`src/rtl/scan_trace_fifo.sv`:
```
// scan_trace_fifo: synchronous writeback trace FIFO with sticky overflow and flush.
module scan_trace_fifo #(
  parameter int W     = 53,
  parameter int DEPTH = 16
) (
  input  logic         clock,
  input  logic         reset_n,
  input  logic         i_flush,
  input  logic         i_push,
  input  logic [W-1:0] i_data,
  input  logic         i_pop,
  output logic [W-1:0] o_data,
  output logic         o_valid,
  output logic         o_full,
  output logic         o_overflow
);
  localparam int AW = $clog2(DEPTH);
  logic [W-1:0] r_mem [DEPTH];
  logic [AW:0]  r_wr, r_rd;
  logic         r_ovf;
  logic         w_empty, w_pop, w_push;
  assign w_empty    = r_wr == r_rd;
  assign o_full     = (r_wr[AW] != r_rd[AW]) && (r_wr[AW-1:0] == r_rd[AW-1:0]);
  assign w_pop      = i_pop && !w_empty;
  // a pop frees the slot in the same cycle, so a full FIFO still accepts the push
  assign w_push     = i_push && (!o_full || w_pop);
  assign o_valid    = !w_empty;
  assign o_overflow = r_ovf;
  assign o_data     = w_empty ? '0 : r_mem[r_rd[AW-1:0]];
  always_ff @(posedge clock or negedge reset_n)
    if (!reset_n) begin
      r_wr  <= '0;
      r_rd  <= '0;
      r_ovf <= 1'b0;
    end else if (i_flush) begin
      r_wr  <= '0;
      r_rd  <= '0;
      r_ovf <= 1'b0;
    end else begin
      r_wr  <= r_wr + (AW+1)'(w_push);
      r_rd  <= r_rd + (AW+1)'(w_pop);
      r_ovf <= r_ovf | (i_push && !w_push);
    end
  always_ff @(posedge clock)
    if (w_push && !i_flush) r_mem[r_wr[AW-1:0]] <= i_data;
endmodule

```
`config.mk`:
```
export PLATFORM = sky130hd
export DESIGN_NAME = scan_trace_fifo
export DESIGN_NICKNAME = d
export VERILOG_FILES = /design/src/rtl/scan_trace_fifo.sv
export SDC_FILE = /design/constraint.sdc
export NUM_CORES = 1
export LEC_CHECK = 0
export BUFFER_PORTS_ARGS = -buffer_cell sky130_fd_sc_hd__buf_2
export CORE_ASPECT_RATIO = 0.5
export CORE_MARGIN = 5
export CORE_UTILIZATION = 53
export CTS_BUF_LIST = sky130_fd_sc_hd__clkbuf_16
export DETAILED_ROUTE_END_ITERATION = 10
export PLACE_DENSITY = 0.81
export SLEW_MARGIN = 15
export SYNTH_ARGS = -nofsm -noshare
export SYNTH_HDL_FRONTEND = slang
export SYNTH_SLANG_ARGS = --single-unit
```
`constraint.sdc`:
```
create_clock -name clock -period 6.7 [get_ports clock]
set_input_delay 0.67 -clock clock [delete_from_list [all_inputs] [get_ports clock]]
set_output_delay 0.67 -clock clock [all_outputs]
set_load 0.02 [all_outputs]
```
==> run_results.csv <==
group,metric,value,unit
outcome,status,"finished, final reports clean",
synth,syn_area_per_cell,23.4,µm²
finish,stdcell_area,0.0364,mm²
worst_setup_path,path_buf_inv,3,
worst_setup_path,worstSetupPathType,"reg2out",
worst_setup_path,path_common_cell,"buf_4",
hold_path,hold_depth,1,
route,wl_per_cell,34.6,µm
finish,syn2layout_area_growth,11.8,%
timing,post-route-period-util,69.1,%
run,cap_violations,0,
cts,cts_tree,"built",
worst_setup_path,r2r_cells,10,
cts,clk_pin_slew_worst_paths,0.09,ns
pwr,max-vdd-ir-drop,200,µV
timing,setup_ws,2.07,ns
timing,max_slew_margin,29.3,%
route,vias,16700,
worst_setup_path,regToRegStartpoint,"r_rd[0]",
cts,htreeDepth,3,
cts,cts_buffers,74,
cts,cts.sinks,859,
place,place_hpwl,37.8,mm
place,place_inst,2276,
synth,synth_top_area_cell,"edfxtp_1",
cts,cts_buffer_depth,3,
floorplanning,die-area,0.0667,mm²
synth,yosysSeqAreaShare,79.2,%
synth,synth_cell_types,34,
timing,slew_viol_final,0,
place,place_ws,2.82,ns
pwr,power.total,11.6,mW
floorplanning,initial_utilization,53.4,%
synth,synthesis.area,0.0325,mm²
synth,synthArstFlopShare,1.28,%
worst_setup_path,cp-end-kind,"output pin",
worst_setup_path,crit_path_max_incr_delay,0.92,ns
route,remaining_drc_errors,0,
worst_setup_path,reg2reg_setup_slack,2.80,ns
timing,period_needed,4.63,ns
floorplanning,die_y,185,µm
floorplanning,coreArea,0.0609,mm²
grt,track_usage,23.7,%
place,place_area,0.0340,mm²
timing,finalClockSkew,0.0190,ns
synth,ys_top_cells_by_count,"848 x edfxtp_1, 212 x mux4_2, 105 x o22ai_1",
place,io_buffer_count,113,
timing,rsz0062_at_grt,"no",
floorplanning,io_pins,114,
timing,tightest_slew,1.06,ns
synth,syn_nets,1449,
timing,fmax,216,MHz
route,antenna_left,0,
timing,hold_viol_final,0,
route,drtIter0Drc,2533,
floorplanning,dieWidth,360,µm
worst_setup_path,cp-start-kind,"flop",
worst_setup_path,worst_path_max_delay_cell,"dfrtp_4",
finish,final_cells,2413,
grt,grt_max_degree,137,
grt,gr-total-overflow,0,
route,drt-total-wl,83.6,mm
finish,final_net_count,1591,
cts,worst_skew_pair.late_latency,0.61,ns
synth,synth_most_common_cell,"edfxtp_1",
worst_setup_path,crit_required,6.03,ns
grt,grt_pass1_vias,16800,
synth,synth_edf_count,848,
synth,netlist_instances,1387,
floorplanning,num_rows,64,
place,gp_congestion,0.759,
pwr,power_density,318,mW/mm²
worst_setup_path,r2r-end,"r_rd[4]",
pwr,p_leak,11.2,nW
route,via_per_inst,6.94,
synth,synth_area_leaders,"edfxtp_1 78%, mux4_2 15%, o22ai_1 2.0%",
synth,yosysWarnings,0,
cts,clk_root_buffer_cell,"clkbuf_16",
timing,final-setup-viol-count,0,
grt,antenna_found_initial,4,
hold_path,min_path_type,"in2reg",
worst_setup_path,crit_family,"buffers and inverters",
synth,synth_top_area_share,78.3,%
finish,fin_util,59.7,%
worst_setup_path,arrival,3.96,ns
synth,synth_seq_cells,859,
finish,drive_gt1_share,31.0,%
hold_path,hold_end,"r_mem[10][13]",
synth,ys.flop_type,"edfxtp_1",
worst_setup_path,path_cells,"buf_4 > nand2b_2 > buf_4 > o22ai_1 > nor3_1 > buf_2",
hold_path,min-delay-start,"i_data[13]",
grt,grt_pass1_wl,115,mm
worst_setup_path,path_max_fanout,41,
route,firstDrtPassIters,5,
worst_setup_path,cp.depth,6,
cts,postCtsSetupBuffers,0,
cell families (layout without fill, tap and decap cells):
family	Yosys count	after routing	synth area share, %
xor gates and xnor gates	12	12	0.346
AOI/OAI and AO/OA	108	108	2.15
DFF	859	859	79.2
and+or+nand+nor	107	107	1.82
other	0	2	0
buffers and inverters	85	284	1.69
muxes	212	212	14.7
adders and majority gates	4	4	0.154
area by class of cell:
| cell class | count | area (µm²) |
|---|---|---|
| tap | 825 | 1030 |
| antenna | 2 | 5.00 |
| timing repair buffer | 149 | 871 |
| clock buffer | 77 | 1930 |
| multi-input combinational | 443 | 6360 |
| clock inverter | 56 | 403 |
| inverter | 2 | 7.51 |
| fill | 3880 | 24600 |
| sequential | 859 | 25800 |
routing by layer:
metal / GRT usage (%) / wire [µm] / vias up
met5: 0 / 21 / -
met4: 10.3 / 4200 / 4
met3: 4.92 / 8750 / 271
met2: 40.2 / 42700 / 1534
met1: 30.3 / 28000 / 8681
li1: - / - / 6252
placed cells by master, fill, tap and decap left out, drive strengths merged, types with 12 or more instances in the layout:
cell type / synthesis / final
edfxtp: 848 / 848
mux4: 212 / 212
buf: 66 / 148
o22ai: 106 / 106
clkbuf: 17 / 77
nor3: 54 / 54
clkinv: 0 / 27
inv: 2 / 24
nor4: 12 / 12
timing repair:
item                      4_1_cts  5_1_grt
hold endpoints to repair       11        0
gates resized for setup         0        0
hold buffers                    1        0
registers in the layout, indices dropped and copies added (netlist names):
name	cells
o_overflow	1
r_wr	5
r_mem	848
r_rd	5
worst max-delay path by stage:
stage / start / end / slack, ns
after floorplan: i_flush / r_mem[15][0] / -0.07
after global placement: r_rd[2] / o_data[13] / 2.85
after detailed placement: r_rd[2] / o_data[13] / 2.82
after CTS: r_rd[2] / o_data[40] / 2.15
after global routing: r_rd[2] / o_data[40] / 2.01
final: r_rd[2] / o_data[40] / 2.07
per-stage QoR:
stage | TNS (ns) | hold WS, ns
CTS | 0 | 0.418
detailed placement | 0 | 0.510
finish | 0 | 0.434
global route | 0 | 0.430
global placement | 0 | 0.498
floorplan | -33.51 | 0.374
report_power, final:
group          total [mW]  switching [mW]  internal (mW)  leakage (nW)
combinational        1.30           0.796          0.509          2.19
sequential           6.01          0.0702           5.94          7.79
clock                4.26            1.94           2.32          1.22
Note: power is estimated with default switching activity, not from simulation.
